**src/rtl/subpel_window_scheduler.sv**
```systemverilog
// Block sequencer for the sub-pixel interpolator: loads a WIN x WIN pixel window,
// runs the interpolator for RUN_CYCLES, then hands the block off via valid/ready.
module subpel_window_scheduler #(
  parameter int WIN        = 15,
  parameter int PIX_W      = 8,
  parameter int RUN_CYCLES = 32,
  parameter int BLK_W      = 16
) (
  input  logic                     clk,
  input  logic                     rst,
  input  logic                     flush,
  input  logic [PIX_W-1:0]         pix_in,
  input  logic                     pix_valid,
  output logic                     pix_ready,
  output logic [WIN*WIN*PIX_W-1:0] win_buffer,
  output logic                     interp_run,
  output logic                     res_valid,
  input  logic                     res_ready,
  output logic                     busy,
  output logic [BLK_W-1:0]         blk_count
);

  localparam int NPIX  = WIN * WIN;
  localparam int IDX_W = (NPIX > 1) ? $clog2(NPIX) : 1;
  localparam int RUN_W = (RUN_CYCLES > 1) ? $clog2(RUN_CYCLES) : 1;

  localparam logic [IDX_W-1:0] LAST_IDX = IDX_W'(NPIX - 1);
  localparam logic [RUN_W-1:0] LAST_RUN = RUN_W'(RUN_CYCLES - 1);

  typedef enum logic [1:0] {
    IDLE = 2'd0,
    LOAD = 2'd1,
    RUN  = 2'd2,
    DONE = 2'd3
  } state_t;

  state_t           state;
  state_t           state_nxt;
  logic [IDX_W-1:0] load_idx;
  logic [IDX_W-1:0] load_idx_nxt;
  logic [RUN_W-1:0] run_cnt;
  logic [RUN_W-1:0] run_cnt_nxt;
  logic             load_we;
  logic             blk_inc;

  // Every output is a pure decode of the registered state, so none depends
  // combinationally on an input and all fall to zero the moment rst rises.
  assign pix_ready  = (state == LOAD);
  assign interp_run = (state == RUN);
  assign res_valid  = (state == DONE);
  assign busy       = (state == RUN) || (state == DONE);

  always_comb begin
    state_nxt    = state;
    load_idx_nxt = load_idx;
    run_cnt_nxt  = run_cnt;
    load_we      = 1'b0;
    blk_inc      = 1'b0;

    if (flush) begin
      // Abort wins over everything: a pixel or res_ready in this cycle is dropped.
      state_nxt    = LOAD;
      load_idx_nxt = '0;
      run_cnt_nxt  = '0;
    end else begin
      case (state)
        IDLE: begin
          state_nxt = LOAD;
        end
        LOAD: begin
          if (pix_valid) begin
            load_we = 1'b1;
            if (load_idx == LAST_IDX) begin
              load_idx_nxt = '0;
              run_cnt_nxt  = '0;
              state_nxt    = RUN;
            end else begin
              load_idx_nxt = load_idx + 1'b1;
            end
          end
        end
        RUN: begin
          if (run_cnt == LAST_RUN) begin
            run_cnt_nxt = '0;
            state_nxt   = DONE;
          end else begin
            run_cnt_nxt = run_cnt + 1'b1;
          end
        end
        DONE: begin
          if (res_ready) begin
            blk_inc   = 1'b1;
            state_nxt = LOAD;
          end
        end
        default: begin
          state_nxt = IDLE;
        end
      endcase
    end
  end

  always_ff @(posedge clk or posedge rst) begin
    if (rst) begin
      state     <= IDLE;
      load_idx  <= '0;
      run_cnt   <= '0;
      blk_count <= '0;
    end else begin
      state    <= state_nxt;
      load_idx <= load_idx_nxt;
      run_cnt  <= run_cnt_nxt;
      if (blk_inc) begin
        blk_count <= blk_count + 1'b1;
      end
    end
  end

  // Window storage is written only while loading, which keeps it frozen for the
  // interpolator through RUN and DONE; row-major, pixel 0 in the low byte.
  always_ff @(posedge clk or posedge rst) begin
    if (rst) begin
      win_buffer <= '0;
    end else if (load_we) begin
      win_buffer[load_idx*PIX_W +: PIX_W] <= pix_in;
    end
  end

endmodule

```
**config.mk**
```make
export PLATFORM = sky130hd
export DESIGN_NAME = subpel_window_scheduler
export DESIGN_NICKNAME = d
export VERILOG_FILES = /design/src/rtl/subpel_window_scheduler.sv
export SDC_FILE = /design/constraint.sdc
export NUM_CORES = 2
export LEC_CHECK = 0
export CAP_MARGIN = 20
export CORE_AREA = 2 2 716 718
export DETAILED_ROUTE_END_ITERATION = 10
export DIE_AREA = 0 0 718 720
export PLACE_DENSITY_LB_ADDON = 0.2
export SYNTH_ARGS = -nofsm -noshare
export SYNTH_HDL_FRONTEND = slang
export SYNTH_SLANG_ARGS = --single-unit
```
**constraint.sdc**
```tcl
create_clock -name clk -period 75.1 [get_ports clk]
set_input_delay 15.02 -clock clk [delete_from_list [all_inputs] [get_ports clk]]
set_output_delay 15.02 -clock clk [all_outputs]
set_load 0.05 [all_outputs]
```
==> impl_results.md <==
* Cell family with most CP delay: buffers and inverters
* Num CTS Buffers at 236
* Unique masters post-synth at 83
* Synth Register Bits at 1831
* CP startpoint kind: input port
* First-pass GRT wire length at 676000 um
* Post-synth ARST share at 100%
* Mapped Nets at 5745
* Biggest area consumer among synthesized cells: dfrtp_1
* Final Skew at 0.0565 ns
* Yosys top cell area share at 61.2%
* Core ar. at 508000 um2
* Critical path fanouts, max at 137
* EDFF count, synth at 0
* Critical path, cell by cell: clkdlybuf4s50_1 -> inv_8 -> buf_12 -> buf_4 -> buf_4 -> buf_12 -> buf_4
* Tot GR Track Use at 19.7%
* Die X at 718 um
* Slew Limit Headroom at 24.4%
* Setup-failing EPs final at 0
* I/O pins at 1833
* Vias in the first global route at 61500
* Initial antenna violation count at 76
* Failing checks: antenna rules
* Peak supply drop at 0.0197 mV
* Placed Instance Area at 103000 um2
* Fmax at 0.0526 GHz
* Syn Inst Count at 5722
* DP Wirelength at 407000 um
* Top post-synthesis cells by area: dfrtp_1 61%, mux2_2 19%, o21ai_0 5.3%
* Clk Latency, worst-skew pair at 0.93 ns
* TritonCTS clock tree: done
* First-pass detailed-route iteration total at 5
* Status: finished, violations left
* CTS resizes at 0
* Routability congestion estimate at 0.825
* CP bufs+invs at 7
* RSZ-0062 raised after global routing: no
* Vias/cell at 4.07
* Clock slew at reported path FFs at 0.06 ns
* Min-Delay Path Class: reg2reg
* Clk sinks at 1831
* Mapped Area at 74900 um2
* Post-DRT Antenna Nets at 2
* Static leakage at 48.1 nW
* Congestion Overflow GR at 0
* Port bufs at 1832
* CP Capture Type: async pin
* Largest stage delay, worst path at 0.86 ns
* Die ar. at 517000 um2
* Syn Area/Cell at 13.1 um2
* NumNets Final at 7670
* Hold buffer count at CTS at 0
* Die Y at 720 um
* Crit-path slowest cell: buf_4
* Actual slew at the worst max-slew pin at 1.13 ns
* Final Cell Area at 111000 um2
* Power per Cell Area at 23.5 nW/um2
* Most frequent CP cell: buf_4
* Main synth FF type: dfrtp_1
* Max Slew Vio Count at 0
* Classification of the worst setup path: in2async
* Final hold violation count at 0
* Worst endpoint required time at 76.01 ns
* Post-route setup TNS at 0 ns
* H-tree Lvls at 4
* Period minus WS final at 19.02 ns
* Area growth from synthesis to layout at 48.1%
* Share of cells above drive strength 1 at 27.5%
* Largest net degree at the start of global routing at 151
* Pre-CTS setup slack at 55.04 ns
* WL final at 529000 um
* Fin crit share at 25.3%
* Drt drc at 0
* Root buffer cell: clkbuf_16
* Final core area utilization at 21.8%
* Iter 0 DRT Violations at 4046
* PnR worst setup slack at 56.08 ns
* Max Cap Viol at 0
* Fillers at 54200
* Setup Buffers After CTS at 0
* CP arrival at 19.93 ns
* Sequential-to-total area share from yosys stat at 61.2%
* Via count at 59400
* FP Rows at 262
* CTS Buffer Depth at 4
* Starting density of the core at 14.7%
* Yosys warning count at 0
* WL/cell at 36.2 um
[per-stage QoR]
stage	hold WS [ns]	cells	total power [mW]
6_report	0.474	14600	2.61
4_1_cts	0.478	14600	2.66
3_3_place_gp	0.465	14100	1.43
2_1_floorplan	0.486	5722	1.18
3_5_place_dp	0.466	14100	1.44
5_1_grt	0.495	14600	2.70
[metal layers]
metal	global-route usage (%)	wire (um)	vias up
met5	0	0	-
met1	23.7	212000	32000
met3	5.51	40000	503
met2	34.3	260000	2273
li1	-	-	24600
met4	5.47	16800	0
[power breakdown]
part	internal (mW)	switching [mW]	leakage, nW
Combinational	0.0559	0.352	18.6
Sequential	0.990	0.00423	25.5
Clock	0.709	0.497	3.98
[logic make-up (layout without fill, tap and decap cells)]
group,after synthesis,in the layout,synth area share (%)
flip-flops,1831,1831,61.2
multiplexers,1288,1288,19.3
AND/OR/NAND/NOR,1117,1117,8.68
AO/OA/AOI/OAI,1055,1055,8.14
buffers and inverters,401,2517,2.29
XOR/XNOR,20,20,0.234
adder cells (fa/ha/maj),10,10,0.167
other,0,49,0
[registers in the layout, summed over array words and instances, names as in the netlist]
| name | cells |
|---|---|
| run_cnt | 5 |
| win_buffer | 1800 |
| blk_count | 16 |
| load_idx | 8 |
| state | 2 |
[worst paths after layout]
path,slack (ns),startpoint,depth (start not counted),endpoint
setup reg to reg,69.54,load_idx[1],9,win_buffer[407]
hold / removal,0.47,win_buffer[416],1,win_buffer[416]
hold reg to reg,0.47,win_buffer[416],1,win_buffer[416]
setup / recovery,56.08,rst,7,win_buffer[1331]
max in group clk,56.57,flush,9,win_buffer[1480]
min in group asynchronous,14.58,rst,2,win_buffer[910]
[worst register-to-register path, cell delays in order (launching register included)]
cell     delay, ns
dfrtp_1       0.57
inv_1         0.12
ha_1          0.62
o21ai_0       0.46
o22ai_2       0.75
or2_4         0.25
buf_4         0.81
buf_4         0.54
nand3_2       0.70
mux2_2        0.61
[synth_stat cells (13+ instances only)]
| master | instances |
|---|---|
| o21ai_1 | 13 |
| nor4_4 | 21 |
| clkbuf_1 | 243 |
| o21ai_0 | 787 |
| nand2_1 | 256 |
| nand3_1 | 132 |
| mux2i_1 | 13 |
| nor3_4 | 29 |
| o31ai_1 | 130 |
| o41ai_1 | 40 |
| nor4_1 | 20 |
| nor3_1 | 89 |
| or3_1 | 25 |
| or2_2 | 19 |
| a21o_1 | 14 |
| and2_1 | 27 |
| nand3_2 | 34 |
| mux2_2 | 1263 |
| nor2_1 | 245 |
| nand4_1 | 36 |
| dfrtp_1 | 1831 |
| nor2_2 | 19 |
| inv_1 | 26 |
| nand4_2 | 19 |
| and3_1 | 74 |
| o211ai_1 | 15 |
| buf_4 | 14 |
| buf_1 | 34 |
| buf_2 | 75 |
[area by class of cell]
class | instances | area [um2] | share of cell area, %
Antenna cell | 49 | 123 | 0.110
Multi-Input combinational cell | 3490 | 28100 | 25.3
Sequential cell | 1831 | 45800 | 41.3
Clock inverter | 84 | 1190 | 1.08
Clock buffer | 345 | 6900 | 6.21
Tap cell | 6732 | 8420 | 7.59
Timing Repair Buffer | 2062 | 20300 | 18.3
Inverter | 26 | 105 | 0.0947
[placed cells by master, fill, tap and decap left out, types with 25 or more instances in the layout]
cell type	n
inv_1	25
and3_1	67
nand3_2	45
and2_1	32
clkbuf_16	236
dfrtp_1	1831
buf_4	222
nand3_1	121
nor3_1	82
nand2_1	252
nand4_1	36
clkbuf_8	58
nor4_4	26
clkinv_2	31
nor3_4	34
clkbuf_1	51
o31ai_1	129
clkdlybuf4s50_1	1815
mux2_2	1263
nor2_1	236
o41ai_1	40
diode_2	49
o21ai_0	783
No activity file was read; power rests on OpenSTA's default activity.
